$ cat config.mk
export PLATFORM = sky130hd
export DESIGN_NAME = hazard_stall_ctrl
export DESIGN_NICKNAME = d
export VERILOG_FILES = /design/src/rtl/hazard_stall_ctrl.sv
export SDC_FILE = /design/constraint.sdc
export NUM_CORES = 1
export LEC_CHECK = 0
export ABC_AREA = 1
export CAP_MARGIN = 30
export CORE_ASPECT_RATIO = 1.1
export CORE_MARGIN = 4
export CORE_UTILIZATION = 43
export CTS_CLUSTER_DIAMETER = 60
export DETAILED_ROUTE_END_ITERATION = 16
export PLACE_DENSITY = 0.76
export SLEW_MARGIN = 20
export SYNTH_ARGS = -nofsm -noshare
export SYNTH_HDL_FRONTEND = slang
export SYNTH_SLANG_ARGS = --single-unit
export TNS_END_PERCENT = 1
$ cat constraint.sdc
create_clock -name clk -period 1.8 [get_ports clk]
set_input_delay 0.36 -clock clk [delete_from_list [all_inputs] [get_ports clk]]
set_output_delay 0.36 -clock clk [all_outputs]
set_load 0.02 [all_outputs]
$ cat src/rtl/hazard_stall_ctrl.sv
// Load-use and multiply/divide stall controller for the 5-stage pipeline.
// Sequences the MD unit through IDLE/BUSY/DONE and gates PC/IF-ID writes.
module hazard_stall_ctrl #(
  parameter int MULT_CYCLES = 4,
  parameter int DIV_CYCLES  = 32,
  parameter int CNT_W       = 6
) (
  input  logic       clk,
  input  logic       rst_n,
  input  logic [4:0] id_rs,
  input  logic [4:0] id_rt,
  input  logic       id_uses_rs,
  input  logic       id_uses_rt,
  input  logic       id_md_op,
  input  logic       id_md_div,
  input  logic       id_reads_hilo,
  input  logic       id_flush,
  input  logic [4:0] ex_rd,
  input  logic       ex_is_load,
  output logic       Stall,
  output logic       pc_we,
  output logic       ifid_we,
  output logic       md_start,
  output logic       md_busy,
  output logic       md_done
);

  typedef enum logic [1:0] {
    IDLE,
    BUSY,
    DONE
  } state_t;

  localparam logic [CNT_W-1:0] MULT_LD = CNT_W'(MULT_CYCLES - 1);
  localparam logic [CNT_W-1:0] DIV_LD  = CNT_W'(DIV_CYCLES - 1);

  state_t           state_q, state_d;
  logic [CNT_W-1:0] cnt_q, cnt_d;
  logic             load_use;
  logic             md_hazard;
  logic             rs_hit;
  logic             rt_hit;

  assign rs_hit   = id_uses_rs & (id_rs == ex_rd);
  assign rt_hit   = id_uses_rt & (id_rt == ex_rd);
  assign load_use = ex_is_load & (ex_rd != 5'd0) & (rs_hit | rt_hit);

  // HI/LO readers and new MD ops wait until the in-flight op retires
  assign md_hazard = (state_q != IDLE)
                   & (id_md_op | id_reads_hilo)
                   & ~id_flush;

  assign Stall    = (load_use | md_hazard) & ~id_flush;
  assign pc_we    = ~Stall;
  assign ifid_we  = ~Stall;
  assign md_start = id_md_op & (state_q == IDLE)
                  & ~Stall & ~id_flush;
  assign md_busy  = (state_q == BUSY) | (state_q == DONE);
  assign md_done  = (state_q == DONE);

  always_comb begin
    state_d = state_q;
    cnt_d   = cnt_q;
    unique case (state_q)
      IDLE: begin
        if (md_start) begin
          state_d = BUSY;
          cnt_d   = id_md_div ? DIV_LD : MULT_LD;
        end
      end
      BUSY: begin
        if (cnt_q == '0) begin
          state_d = DONE;
        end else begin
          cnt_d = cnt_q - CNT_W'(1);
        end
      end
      DONE: begin
        state_d = IDLE;
      end
      default: begin
        state_d = IDLE;
        cnt_d   = '0;
      end
    endcase
  end

  always_ff @(posedge clk) begin
    if (!rst_n) begin
      state_q <= IDLE;
      cnt_q   <= '0;
    end else begin
      state_q <= state_d;
      cnt_q   <= cnt_d;
    end
  end

endmodule
==> results by group, run 1 <==
Pwr
  • Leakage Power: 0.7065 nW
  • Flop pwr share: 21.6%
  • Combinational share of power: 69.0%
  • Clock power frac: 9.4%
  • Int Pwr: 0.7328 mW
  • PnR Total Power: 1.402 mW
  • PwrDens: 1199 nW/um^2
  • Sw Share: 47.72%
  • Peak supply drop: 0.0007027 V
  • P_sw: 0.6688 mW

Worst hold path
  • Type of the tightest min-delay check: reg2reg
  • Hold Crit Depth: 2

Logic synthesis
  • YS warnings: 0
  • Synthesized-area fraction occupied by adder cells: 7.911%
  • Mapped Nets: 170
  • Compound-gate portion of the synthesized area: 12.34%
  • Simple-Gate Fraction of Synth Area: 44.15%
  • Sequential fraction of the synthesis area: 20.25%
  • Yosys reg bits: 8
  • Synthesized area per cell: 5.608 sq um
  • Largest family of logic cells by synthesized area: simple AND/OR/NAND/NOR gates
  • Syn Inst Count: 141
  • Number of distinct library cells after synthesis: 18
  • Xor-xnor portion of the synthesized cell area: 1.108%
  • Mapped cell area: 790.8 sq um
  • Mux cell area share after synthesis: 0%

Clock network
  • Post-CTS setup buffer count: 0
  • H-tree depth: 1
  • CTS tree: done
  • Root buf cell: clkbuf_4
  • Worst-skew pair later-pin latency: 0.25 ns
  • CTS clk-pin slew, worst paths: 0.05 ns
  • CTS max path bufs: 2
  • Clock sinks: 8
  • CTS buffer count: 3

Critical path
  • Startpoint types: input pin
  • Critical path endpoint category: primary output
  • WP data required: 1.44 ns
  • Worst-path fanout max: 3
  • Setup CP Type: in2out
  • Worst Path Arrival: 1.35 ns
  • Worst Reg-to-Reg Cells: 9

Finish
  • Fin nets: 210
  • Layout cells sized above 1: 20.67%
  • Synth-to-Final Area Change: 47.78%
  • Fillers: 175
  • Antenna cells: 0
  • Footprint of the multi-input gates: 531.8 sq um
  • Final instance area: 1169 sq um
  • Post-route core utilization: 66.34%
  • Layout Cells excl Fill: 197
  • Register area: 160.2 sq um

Routing
  • DRC Markers: 0
  • Antenna Nets Post-Route: 0
  • Drt pass-1 iters: 4
  • Starting DRT DRC Count: 22
  • Vias per Instance: 4.883
  • Vias post-DR: 962
  • Final wirelength: 1.937 mm
  • Wire per inst: 9.832 um

Placed design
  • IO Port Bufs: 29
  • Cells after DPL: 194
  • Final HPWL DP: 1.629 mm
  • GPL Wtd Cong: 0.8569
  • Placed cell areas: 1149 sq um

Timing
  • Final Hold Fails: 0
  • Post-layout min period: 1.708 ns
  • F_max: 585.4 MHz
  • Setup Skew: 0.002637 ns
  • Crit share post-route: 94.91%
  • Slew HR: 83.26%
  • Final Max Slew Viols: 0
  • WHS: 0.4651 ns
  • Tightest Pin Transition: 0.2505 ns
  • Setup Viol. Count Final: 0
  • RSZ-0062 raised after global routing: false

GRT
  • Number of global-route vias before repair: 794
  • Largest net degree at the start of global routing: 10
  • Gr usage total: 14.77%
  • Initial antenna violation count: 0
  • First-pass GRT wire length: 3.132 mm
  • Grt ovf: 0

Floorplan
  • Die Height: 52.98 um
  • Core area: 1762 sq um
  • Top-level port count: 30
  • Starting Density: 44.89%
  • Die width: 48.89 um
  • Die area: 2590 sq um
  • Site Rows: 16

Job
  • Number of max-cap violations: 0

Status
  • Status: complete, no violations
[path summary, 6_finish.rpt]
| kind | end | start | slack [ns] |
|---|---|---|---|
| hold reg to reg | cnt_q[5] | cnt_q[5] | 0.47 |
| setup / recovery | ifid_we | id_rs[4] | 0.09 |
| hold / removal | cnt_q[5] | cnt_q[5] | 0.47 |
| setup reg to reg | cnt_q[0] | state_q[1] | 0.13 |
[worst max-delay path: stages]
cell           delay, ns
dlygate4sd2_1       0.22
inv_1               0.04
nand2_1             0.06
nand2_1             0.06
nor2_1              0.10
nand3_1             0.09
nand2_1             0.08
nand2_2             0.07
nand2_2             0.06
nand2_2             0.06
buf_4               0.16
[power groups by stage]
stage          clock (mW)  combinational (mW)  sequential [mW]
2_1_floorplan           0               0.670            0.293
6_report            0.132               0.967            0.302
5_1_grt             0.151                1.08            0.310
4_1_cts             0.137               0.949            0.302
3_3_place_gp            0               0.951            0.301
3_5_place_dp            0               0.970            0.305
[final cells by class]
cell class | instances | share of cell area (%)
Clock buffer | 3 | 1.927
Tap cell | 18 | 1.927
Sequential cell | 8 | 13.70
Multi-Input combinational cell | 104 | 45.50
Inverter | 28 | 8.994
Timing Repair Buffer | 36 | 27.94
[flip-flops by register name, indices dropped and copies added, names as in the netlist]
signal	flops
state_q	2
cnt_q	6
[layer usage]
| layer | global-route usage (%) | wire length [um] | part of all wire (%) | up-vias |
|---|---|---|---|---|
| met5 | 0 | 0 | 0 | - |
| met4 | 1.345 | 0 | 0 | 0 |
| li1 | - | - | - | 510 |
| met3 | 5.634 | 179 | 9.2 | 0 |
| met2 | 26.96 | 979 | 51 | 35 |
| met1 | 16.89 | 778 | 40 | 417 |
[metrics by stage]
step / setup TNS [ns] / setup WS (ns)
global placement: -3.796 / -0.6953
detailed placement: -3.712 / -0.7048
floorplan: 0 / 0.1681
finish: 0 / 0.09171
global route: 0 / 0.01966
CTS: -0.5714 / -0.1633
[kinds of logic after synthesis]
family,after synthesis
AO/OA/AOI/OAI,19
XOR/XNOR,1
adder cells (fa/ha/maj),5
buffers and inverters,29
flip-flops,8
AND/OR/NAND/NOR,79
[synthesized netlist by cell type]
master | instances | area share [%]
dfxtp_1 | 8 | 20
nand3_1 | 9 | 5.7
nor2_2 | 2 | 1.6
inv_2 | 3 | 1.4
o21ai_0 | 6 | 3.8
buf_4 | 1 | 0.95
nand4_1 | 2 | 1.6
ha_1 | 5 | 7.9
nand2_2 | 1 | 0.79
xnor2_1 | 1 | 1.1
a21oi_1 | 12 | 7.6
nand2_4 | 2 | 2.8
inv_1 | 25 | 12
o21a_1 | 1 | 0.95
nor2_1 | 15 | 7.1
nor2_4 | 1 | 1.4
nand3_2 | 1 | 1.3
nand2_1 | 46 | 22
[what timing repair did]
item / CTS / global route
resized for setup: 28 / 31
hold buffers: 0 / 0
pin swaps: 2 / 13
endpoints found under the setup margin: 6 / 4
[layout by cell type, fill, tap and decap left out, drive strengths merged, types with 8 or more instances in the layout]
master,instances
dlymetal6s2s,9
a21oi,12
dfxtp,8
inv,28
nand2,49
buf,11
nor2,18
clkbuf,8
nand3,10
Note: power is estimated with default switching activity, not from simulation.
==> run 2: changes to the inputs <==
Settings changed: CTS_CLUSTER_DIAMETER 60 to default.
==> results of run 2 <==
The final DEF is identical to that of run 1; final timing and power are the same.
